===== config.mk =====
export PLATFORM = sky130hd
export DESIGN_NAME = uart_rx_responder
export DESIGN_NICKNAME = d
export VERILOG_FILES = /design/src/rtl/uart_rx_responder_pkg.sv /design/src/rtl/uart_rx_responder_fifo.sv /design/src/rtl/uart_rx_responder.sv
export SDC_FILE = /design/constraint.sdc
export NUM_CORES = 1
export LEC_CHECK = 0
export ABC_AREA = 1
export BUFFER_PORTS_ARGS = -buffer_cell sky130_fd_sc_hd__buf_2
export CORE_MARGIN = 5
export CORE_UTILIZATION = 58
export CTS_CLUSTER_SIZE = 30
export DETAILED_ROUTE_END_ITERATION = 6
export PLACE_DENSITY = 0.8
export SKIP_CTS_REPAIR_TIMING = 1
export SYNTH_ARGS = -nofsm -noshare
export SYNTH_HDL_FRONTEND = slang
export SYNTH_SLANG_ARGS = --single-unit
export TNS_END_PERCENT = 50

===== constraint.sdc =====
create_clock -name clk -period 3.23 [get_ports clk]
set_input_delay 0.646 -clock clk [delete_from_list [all_inputs] [get_ports clk]]
set_output_delay 0.646 -clock clk [all_outputs]
set_load 0.005 [all_outputs]

===== src/rtl/uart_rx_responder_pkg.sv =====
`default_nettype none
// ---------------------------------------------------------------------------
// uart_rx_responder_pkg : register map, bus encodings and RX FSM states
// Revision: 1.0
// ---------------------------------------------------------------------------
package uart_rx_responder_pkg;

    localparam logic [1:0] REG_STATUS = 2'd0;
    localparam logic [1:0] REG_DATA   = 2'd1;
    localparam logic [1:0] REG_CTRL   = 2'd2;
    localparam logic [1:0] REG_RSVD   = 2'd3;

    localparam logic [1:0] DRW_READ  = 2'b01;
    localparam logic [1:0] DRW_WRITE = 2'b10;

    localparam int ST_NOT_EMPTY = 0;
    localparam int ST_OVERRUN   = 1;
    localparam int ST_FRAME_ERR = 2;
    localparam int ST_INT_EN    = 3;
    localparam int ST_COUNT_LSB = 4;
    localparam int ST_COUNT_W   = 9;

    localparam int CTRL_INT_EN    = 0;
    localparam int CTRL_CLR_FLAGS = 1;
    localparam int CTRL_FLUSH     = 2;

    typedef enum logic [1:0] {
        RX_IDLE  = 2'd0,
        RX_START = 2'd1,
        RX_DATA  = 2'd2,
        RX_STOP  = 2'd3
    } rx_state_e;

endpackage
`default_nettype wire


===== src/rtl/uart_rx_responder_fifo.sv =====
`default_nettype none
// ---------------------------------------------------------------------------
// uart_rx_responder_fifo : synchronous byte FIFO with push/pop/flush
// Revision: 1.0
// ---------------------------------------------------------------------------
module uart_rx_responder_fifo #(
    parameter int DEPTH = 16
) (
    input  logic                     clk,
    input  logic                     rst,
    input  logic                     push_i,
    input  logic                     pop_i,
    input  logic                     flush_i,
    input  logic [7:0]               data_i,
    output logic                     full_o,
    output logic                     empty_o,
    output logic [$clog2(DEPTH):0]   count_o,
    output logic [7:0]               head_o
);

    localparam int AW    = $clog2(DEPTH);
    localparam int CNT_W = AW + 1;

    logic [7:0]       mem_q [DEPTH];
    logic [AW-1:0]    wr_ptr_q, wr_ptr_d;
    logic [AW-1:0]    rd_ptr_q, rd_ptr_d;
    logic [CNT_W-1:0] count_q, count_d;
    logic             do_push;
    logic             do_pop;

    assign full_o  = (count_q == CNT_W'(DEPTH));
    assign empty_o = (count_q == '0);
    assign count_o = count_q;
    assign head_o  = mem_q[rd_ptr_q];

    // A pop in the same cycle frees a slot, so a push into a full FIFO still lands.
    assign do_pop  = pop_i && !empty_o;
    assign do_push = push_i && (!full_o || do_pop);

    always_comb begin
        wr_ptr_d = wr_ptr_q;
        rd_ptr_d = rd_ptr_q;
        count_d  = count_q;
        if (flush_i) begin
            wr_ptr_d = '0;
            rd_ptr_d = '0;
            count_d  = '0;
        end else begin
            if (do_push) wr_ptr_d = wr_ptr_q + AW'(1);
            if (do_pop)  rd_ptr_d = rd_ptr_q + AW'(1);
            if (do_push && !do_pop)      count_d = count_q + CNT_W'(1);
            else if (!do_push && do_pop) count_d = count_q - CNT_W'(1);
        end
    end

    always_ff @(posedge clk or posedge rst) begin
        if (rst) begin
            wr_ptr_q <= '0;
            rd_ptr_q <= '0;
            count_q  <= '0;
        end else begin
            wr_ptr_q <= wr_ptr_d;
            rd_ptr_q <= rd_ptr_d;
            count_q  <= count_d;
        end
    end

    always_ff @(posedge clk) begin
        if (do_push && !flush_i) mem_q[wr_ptr_q] <= data_i;
    end

endmodule
`default_nettype wire


===== src/rtl/uart_rx_responder.sv =====
`default_nettype none
// ---------------------------------------------------------------------------
// uart_rx_responder : 8N1 UART receiver with FIFO, bus registers and interrupt
// Revision: 1.0
// ---------------------------------------------------------------------------
module uart_rx_responder
    import uart_rx_responder_pkg::*;
#(
    parameter int CLK_HZ     = 50000000,
    parameter int BAUD       = 57600,
    parameter int FIFO_DEPTH = 16
) (
    input  logic        clk,
    input  logic        rst,
    input  logic        de_i,
    input  logic [31:0] daddr_i,
    input  logic [1:0]  drw_i,
    input  logic [31:0] din_i,
    output logic [31:0] dout_o,
    input  logic        rxd_i,
    output logic        int_o,
    input  logic        int_ack_i
);

    localparam int DIV   = CLK_HZ / (BAUD * 16);
    localparam int DIV_W = (DIV > 1) ? $clog2(DIV) : 1;
    localparam int CNT_W = $clog2(FIFO_DEPTH) + 1;

    logic             sync1_q, sync2_q;
    logic [DIV_W-1:0] div_cnt_q;
    logic             tick;
    logic             rxd_s;

    rx_state_e        state_q, state_d;
    logic [3:0]       tick_cnt_q, tick_cnt_d;
    logic [2:0]       bit_cnt_q, bit_cnt_d;
    logic [7:0]       shift_q, shift_d;
    logic             push_req;
    logic             frame_set;

    logic             overrun_q, overrun_d;
    logic             frame_err_q, frame_err_d;
    logic             int_en_q, int_en_d;
    logic             int_q, int_d;

    logic             rd_en, wr_en, ctrl_wr;
    logic [1:0]       reg_sel;
    logic             pop, flush, clr_flags, push_ok, overrun_set;
    logic             fifo_full, fifo_empty;
    logic [CNT_W-1:0] fifo_count;
    logic [7:0]       fifo_head;
    logic [31:0]      status;
    logic             unused_bits;

    assign unused_bits = ^{daddr_i[31:4], daddr_i[1:0], din_i[31:3]};

    always_ff @(posedge clk or posedge rst) begin
        if (rst) begin
            sync1_q   <= 1'b1;
            sync2_q   <= 1'b1;
            div_cnt_q <= '0;
        end else begin
            sync1_q   <= rxd_i;
            sync2_q   <= sync1_q;
            div_cnt_q <= tick ? '0 : div_cnt_q + DIV_W'(1);
        end
    end

    assign rxd_s = sync2_q;
    assign tick  = (div_cnt_q == DIV_W'(DIV - 1));

    // Start bit is confirmed at mid-bit; every later sample lands 16 ticks apart.
    always_comb begin
        state_d    = state_q;
        tick_cnt_d = tick_cnt_q;
        bit_cnt_d  = bit_cnt_q;
        shift_d    = shift_q;
        push_req   = 1'b0;
        frame_set  = 1'b0;
        case (state_q)
            RX_IDLE: begin
                if (!rxd_s) begin
                    state_d    = RX_START;
                    tick_cnt_d = '0;
                end
            end
            RX_START: begin
                if (tick) begin
                    if (tick_cnt_q == 4'd7) begin
                        tick_cnt_d = '0;
                        bit_cnt_d  = '0;
                        state_d    = rxd_s ? RX_IDLE : RX_DATA;
                    end else begin
                        tick_cnt_d = tick_cnt_q + 4'd1;
                    end
                end
            end
            RX_DATA: begin
                if (tick) begin
                    if (tick_cnt_q == 4'd15) begin
                        tick_cnt_d = '0;
                        shift_d    = {rxd_s, shift_q[7:1]};
                        if (bit_cnt_q == 3'd7) state_d = RX_STOP;
                        else                   bit_cnt_d = bit_cnt_q + 3'd1;
                    end else begin
                        tick_cnt_d = tick_cnt_q + 4'd1;
                    end
                end
            end
            RX_STOP: begin
                if (tick) begin
                    if (tick_cnt_q == 4'd15) begin
                        push_req  = rxd_s;
                        frame_set = !rxd_s;
                        state_d   = RX_IDLE;
                    end else begin
                        tick_cnt_d = tick_cnt_q + 4'd1;
                    end
                end
            end
            default: state_d = RX_IDLE;
        endcase
    end

    always_ff @(posedge clk or posedge rst) begin
        if (rst) begin
            state_q    <= RX_IDLE;
            tick_cnt_q <= '0;
            bit_cnt_q  <= '0;
            shift_q    <= '0;
        end else begin
            state_q    <= state_d;
            tick_cnt_q <= tick_cnt_d;
            bit_cnt_q  <= bit_cnt_d;
            shift_q    <= shift_d;
        end
    end

    assign rd_en     = de_i && (drw_i == DRW_READ);
    assign wr_en     = de_i && (drw_i == DRW_WRITE);
    assign reg_sel   = daddr_i[3:2];
    assign ctrl_wr   = wr_en && (reg_sel == REG_CTRL);
    assign pop       = rd_en && (reg_sel == REG_DATA) && !fifo_empty;
    assign flush     = ctrl_wr && din_i[CTRL_FLUSH];
    assign clr_flags = ctrl_wr && din_i[CTRL_CLR_FLAGS];

    assign push_ok     = push_req && !flush && (!fifo_full || pop);
    assign overrun_set = push_req && !flush && fifo_full && !pop;

    uart_rx_responder_fifo #(
        .DEPTH (FIFO_DEPTH)
    ) u_fifo (
        .clk     (clk),
        .rst     (rst),
        .push_i  (push_req),
        .pop_i   (pop),
        .flush_i (flush),
        .data_i  (shift_q),
        .full_o  (fifo_full),
        .empty_o (fifo_empty),
        .count_o (fifo_count),
        .head_o  (fifo_head)
    );

    // Set beats clear on flags; disabling interrupts beats a new push; push beats ack.
    always_comb begin
        overrun_d   = overrun_q;
        frame_err_d = frame_err_q;
        int_en_d    = int_en_q;
        int_d       = int_q;
        if (overrun_set)    overrun_d = 1'b1;
        else if (clr_flags) overrun_d = 1'b0;
        if (frame_set)      frame_err_d = 1'b1;
        else if (clr_flags) frame_err_d = 1'b0;
        if (ctrl_wr)        int_en_d = din_i[CTRL_INT_EN];
        if (ctrl_wr && !din_i[CTRL_INT_EN]) int_d = 1'b0;
        else if (push_ok && int_en_q)       int_d = 1'b1;
        else if (int_ack_i)                 int_d = 1'b0;
    end

    always_ff @(posedge clk or posedge rst) begin
        if (rst) begin
            overrun_q   <= 1'b0;
            frame_err_q <= 1'b0;
            int_en_q    <= 1'b0;
            int_q       <= 1'b0;
        end else begin
            overrun_q   <= overrun_d;
            frame_err_q <= frame_err_d;
            int_en_q    <= int_en_d;
            int_q       <= int_d;
        end
    end

    assign int_o = int_q;

    always_comb begin
        status                              = '0;
        status[ST_NOT_EMPTY]                = !fifo_empty;
        status[ST_OVERRUN]                  = overrun_q;
        status[ST_FRAME_ERR]                = frame_err_q;
        status[ST_INT_EN]                   = int_en_q;
        status[ST_COUNT_LSB +: ST_COUNT_W]  = ST_COUNT_W'(fifo_count);
    end

    always_comb begin
        dout_o = '0;
        if (rd_en) begin
            case (reg_sel)
                REG_STATUS: dout_o = status;
                REG_DATA:   dout_o = fifo_empty ? 32'd0 : {24'd0, fifo_head};
                REG_CTRL:   dout_o = '0;
                REG_RSVD:   dout_o = '0;
                default:    dout_o = '0;
            endcase
        end
    end

endmodule
`default_nettype wire


Word-level counts from Yosys, hierarchy flattened:

Memory sizes are Yosys's and may differ from the RTL's.
Cells that the tools add are included.

* mux-type cells: 49
* add/sub/neg operators: 7
* eq/ne operators: 23
* reduce and logical (&&, ||, !) cells: 43

Operators by type and width (count)
* $pmux 32 s3: 1
* $mux 4: 11
* $mux 32: 1
* $ne 2x2->1 const B: 10
* $logic_and 1x1->1: 18
* $mux 2: 9
* $pmux 4 s4: 1
* $mux 3: 5
* $mux 5: 3
* $mux 1: 14
* $add 4x1->4 const B: 3
* $eq 2x2->1 const B: 5
* $reduce_bool 2->1: 5
* $logic_not 1->1: 8
* $mux 8: 1
* $pmux 2 s4: 1
* $reduce_and 8->1: 1
* $add 6x1->6 const B: 1
* $eq 2x1->1 const B: 3
* $eq 6x6->1 const B: 1
* $mux 6: 1
* $pmux 3 s2: 1
* $reduce_and 6->1: 1
* $reduce_bool 3->1: 2
* other kinds (13): 15

* output and inout bits: 33
* register bits after elaboration: 42
* RAM bits: 128
* bits of input ports: 71
* memories: 1
* logic and storage cells: 137

Memory list
* u_fifo.mem_q: depth 16, width 8, rd ports 1, clocked after Yosys merged registers in 0, wr ports 1, RTL line uart_rx_responder_fifo.sv:24 `logic [7:0] mem_q [DEPTH];`

Longest topological paths before layout:

* depth in word-level cells: 12
* gate-level depth with buffers: 16
* depth with buffers taken out: 16

By module:

Synthesis repeated with hierarchy kept, for this count alone.

* cells, all modules: 731
* area total of the unflattened synthesis: 7892.6 sq um

By module, submodules not included
* uart_rx_responder_fifo: sequential area each 4169.0 sq um, cells an instance 511, area an instance 6069.6 sq um, instances 1
* uart_rx_responder: sequential area each 728.2 sq um, cells an instance 220, area an instance 1823.0 sq um, instances 1

Worst setup path before layout:

Ideal clock, no wire load.

* path kind: input-to-reg
* start: input drw_i[1]
* end: register u_fifo.count_q[4], in the netlist u_fifo.count_o[4]
* setup slack: 0.679 ns
* data arrival time: 2.434 ns
* required time: 3.113 ns
* stages: 15
* library setup time: 0.117 ns
* buffers on the path: 0
* path through: inv_1 nand3_2 nor2_2 nor2_1 nor2_4 nand2_1 fa_1 nand3_1 nand2_1 xor2_1 inv_1 nand2_1 nand2_1 nand2_1 nand2_1

* word-level cells in the longest chain between the ends: 10
* elaborated cells between the ends (all ways): 18
* classes of those cells: eq/ne (2); mux (2); reduce/logical (14)

Ends and longest elaborated chain
* start: declaration: RTL line uart_rx_responder.sv:17 `input logic [1:0] drw_i,`
* $eq 2x1->1: RTL line uart_rx_responder.sv:139 `assign rd_en = de_i && (drw_i == DRW_READ);`
* $logic_and 1x1->1: RTL line uart_rx_responder.sv:139
* $logic_and 1x1->1 (2 in series): RTL line uart_rx_responder.sv:143 `assign pop = rd_en && (reg_sel == REG_DATA) && !fifo_empty;`
* $logic_and 1x1->1: RTL line uart_rx_responder_fifo.sv:37 `assign do_pop = pop_i && !empty_o;`
* $logic_or 1x1->1: RTL line uart_rx_responder_fifo.sv:38 `assign do_push = push_i && (!full_o || do_pop);`
* $logic_and 1x1->1: RTL line uart_rx_responder_fifo.sv:38
* $logic_and 1x1->1 or $logic_not 1->1 (tied branches): RTL line uart_rx_responder_fifo.sv:51, uart_rx_responder_fifo.sv:52
* $mux 5 or $logic_and 1x1->1 (tied branches): RTL line uart_rx_responder_fifo.sv:51, uart_rx_responder_fifo.sv:52
* $mux 5 or $reduce_bool 3->1 (tied branches)
* end signal: assignment: RTL line uart_rx_responder_fifo.sv:64 `count_q <= count_d;`
* end: declaration: RTL line uart_rx_responder_fifo.sv:27 `logic [CNT_W-1:0] count_q, count_d;`

Parallel ways exist; a longest one is shown, timed or not.
A chain may end at the register's enable or synchronous reset.

Final worst setup path:

* start: register u_fifo.rd_ptr_q[0]
* end: output dout_o[1]

* word-level cells in the longest chain between the ends: 4

Ends and longest elaborated chain
* start: declaration: RTL line uart_rx_responder_fifo.sv:26 `logic [AW-1:0] rd_ptr_q, rd_ptr_d;`
* start signal: assignment: RTL line uart_rx_responder_fifo.sv:63 `rd_ptr_q <= rd_ptr_d;`
* $mem_v2 16x8
* $mux 8: RTL line uart_rx_responder.sv:211 `REG_DATA: dout_o = fifo_empty ? 32'd0 : {24'd0, fifo_head};`
* $pmux 32 s3: RTL line uart_rx_responder.sv:209 `case (reg_sel)`
* $mux 32: RTL line uart_rx_responder.sv:208 `if (rd_en) begin`
* end: declaration: RTL line uart_rx_responder.sv:19 `output logic [31:0] dout_o,`

No other way between the ends. The select of a mux whose other input is x is not followed.

==> metrics.yaml <==
area_growth_pct: 12.6
path_cells: "buf_4 > nand2_1 > nand2_1 > nand2_1 > nand3_1 > nand3_1 > nand2_1 > nand2_1 > a21oi_1 > buf_2"
layout_worst_path_cycle_share_pct: 92.9
crit_path_capture_type: "output port"
core_area_um2: 13200
critical_path.max_stage_delay_ns: 0.57
setup.worst_path.start_class: "flip-flop"
critPathMostFrequentCell: "nand2_1"
synth.yosys.warnings: 0
nFillCells: 928
min_path_type: "in -> async"
seq_area_um2: 4900
drv_slew: 0
tritoncts: "yes"
gr-usage-all-layers_pct: 21.8
cts.htree.levels: 4
clk_transition_reported_paths_ns: 0.07
rsz0062_at_grt: "no"
number_of_global_route_vias_before_repair: 5408
cp_max_fo: 67
final_period_minus_worst_setup_slack_ns: 3.00
ctsRootBufferMaster: "clkbuf_16"
timing.final.hold_violations: 0
floorplan.die.width_um: 126
fp.dieArea_um2: 16000
synth_sequential_area_ratio_pct: 62.3
vias: 5605
async_reset_ff_share_pct: 24.7
postRouteAntennaNets: 0
portBuffers: 21
fin_skew_ns: 0.00932
synthesis.instances: 788
tightestPinTransition_ns: 0.716
syn_std_cell_area_um2: 7860
drt_pass1_iterations: 5
cp_slowest_cell: "buf_4"
routed_wire_length_um: 17000
multi_input_comb_area_um2: 2460
run_status: "finished clean"
synth_flop_cell: "edfxtp_1"
number_of_distinct_library_cells_after_synthesis: 37
detail_route.iter0.violations: 569
setup_viol: 0
synth-seq-cells: 170
clk_latency_ns: 0.44
power_switching_mw: 1.92
top_level_ports: 104
synth_top_area_cell: "edfxtp_1"
power.clock.fraction_pct: 36.9
place.gp.congestion: 0.936
reg2reg_depth: 9
timing.max_slew.rel_slack_pct: 52.1
number_of_enable_type_register_cells_in_the_synthesized_netlist: 128
antenna_violations_before_repair: 0
routedWlPerCell_um: 16.7
netlist_top_cells_count: "nand2_1 (198), edfxtp_1 (128), nand3_1 (123)"
dp_wirelength_um: 10800
grt_first_pass_wirelength_um: 27000
clk_path_buf_depth: 2
cts_buffers: 17
ir_drop_mv: 0.378
timing.setup.critical_path_class: "reg -> out"
setup_total_negative_slack_ns: 0
worstSetupStartpoint: "u_fifo.rd_ptr_q[0]"
globalRoute.totalOverflow: 0
sequentialPowerShare_pct: 39.7
finish.utilization_pct: 66.9
post-route-drc-count: 0
placement_rows: 42
synth_top_area_share_pct: 48.9
power_per_cell_area_nw_per_um2: 702
synth.top_cells.by_area: "edfxtp_1 (49%), dfrtp_1 (13%), nand2_1 (9.5%), nand3_1 (7.8%), inv_1 (3.8%)"
sinks_on_the_clock_net: 170
antenna_cells_inserted: 0
fp.dieH_um: 126
layout_cell_share_with_drive_strength_beyond_1_pct: 11.9
critical_path_required_ns: 2.58
most_used_standard_cell_by_instance_count_after_synthesis: "nand2_1"
switching_share_pct: 30.9
cell_internal_pwr_mw: 4.30
final_net_count: 910
maxClockFrequency_ghz: 0.333
grt_max_degree: 68
initial_core_util_pct: 59.4
arrival_ns: 2.36
r2r-start: "div_cnt_q[1]"
total_leakage_power_nw: 3.89
drv.max_cap_violation_count: 0
avgViaCountPerCell: 5.53
syn-mean-instance-area_um2: 9.98
power.combinational.fraction_pct: 23.5
## routing by layer
metal,wire [um],share of wire [%],track usage [%],up-vias
li1,-,-,-,2652
met1,6720,40,27.6,2683
met2,8560,50,36.5,227
met3,1150,6.7,4.20,43
met4,544,3.2,10.2,0
met5,0,0,0,-
## stage by stage
| stage | instance area, um2 | power [mW] | cells | setup slack (ns) | hold WS, ns |
|---|---|---|---|---|---|
| floorplan | 7940 | 3.50 | 810 | 0.679 | 0.345 |
| global placement | 8180 | 3.87 | 981 | 0.553 | 0.346 |
| detailed placement | 8180 | 3.93 | 981 | 0.539 | 0.349 |
| CTS | 8850 | 6.21 | 1013 | 0.241 | 0.280 |
| global route | 8850 | 6.50 | 1013 | 0.0286 | 0.299 |
| finish | 8850 | 6.22 | 1013 | 0.229 | 0.258 |
## final timing paths
check / endpoint / slack (ns)
max: dout_o[1] / 0.23
min reg2reg: rxd_s / 0.36
min: u_fifo.count_o[1] / 0.26
max reg2reg: u_fifo.mem_q[9][3] / 0.71
min in group clk: sync1_q / 0.31
max in group asynchronous: u_fifo.wr_ptr_q[2] / 2.07
## state kept, by name (all words and copies together) (netlist names), named ones only
register and cells:
bit_cnt_q 3, rxd_s 1, shift_q 8, u_fifo.wr_ptr_q 4, frame_err_q 1, div_cnt_q 6, overrun_q 1, int_en_q 1
sync1_q 1, u_fifo.count_o 5, tick_cnt_q 4, state_q 1, u_fifo.mem_q 128, u_fifo.rd_ptr_q 4, int_o 1
## cell usage in the layout (no fill, tap or decap), drive strengths merged
cell type / netlist / layout
nand4: 3 / 3
and3: 1 / 1
o21ai: 24 / 24
a21oi: 23 / 23
edfxtp: 128 / 128
ha: 14 / 14
or2: 1 / 1
o31ai: 2 / 2
clkinv: 1 / 5
clkbuf: 15 / 18
clkinvlp: 0 / 2
nor3: 8 / 8
o21a: 1 / 1
nand3: 128 / 128
nor4: 1 / 1
xor2: 6 / 6
conb: 1 / 23
nor2: 65 / 65
nor3b: 1 / 1
inv: 81 / 83
bufinv: 0 / 6
o211ai: 3 / 3
fa: 1 / 1
nand2: 204 / 204
buf: 33 / 43
dfstp: 2 / 2
a211oi: 1 / 1
dfrtp: 40 / 40
## logic make-up (layout without fill, tap and decap cells)
family	Yosys count	in the layout	synth area share (%)
buffers and inverters	130	157	7.46
AO/OA/AOI/OAI	54	54	3.77
AND/OR/NAND/NOR	412	412	23.3
adder cells (fa/ha/maj)	15	15	2.48
other	1	23	0.0477
XOR/XNOR	6	6	0.668
flip-flops	170	170	62.3
## cell type report
type,instances,area share [%]
Clock inverter,14,2.76
Sequential cell,170,55.3
Tap cell,176,2.49
Timing Repair Buffer,43,3.33
Clock buffer,18,4.85
Inverter,82,3.48
Multi-Input combinational cell,510,27.8
## power groups by stage
stage	logic (mW)	registers (mW)	clock network (mW)
2_1_floorplan	1.00	2.50	0
3_3_place_gp	1.37	2.50	0
3_5_place_dp	1.42	2.51	0
4_1_cts	1.44	2.46	2.30
5_1_grt	1.61	2.47	2.41
6_report	1.46	2.47	2.29
## critical path: cells and delay by family, from the launching register on
kind / cells / cell delay (ns)
buffers and inverters: 2 / 0.71
AND/OR/NAND/NOR: 7 / 0.69
flip-flops: 1 / 0.36
AO/OA/AOI/OAI: 1 / 0.13
No activity file was read; power rests on OpenSTA's default activity.
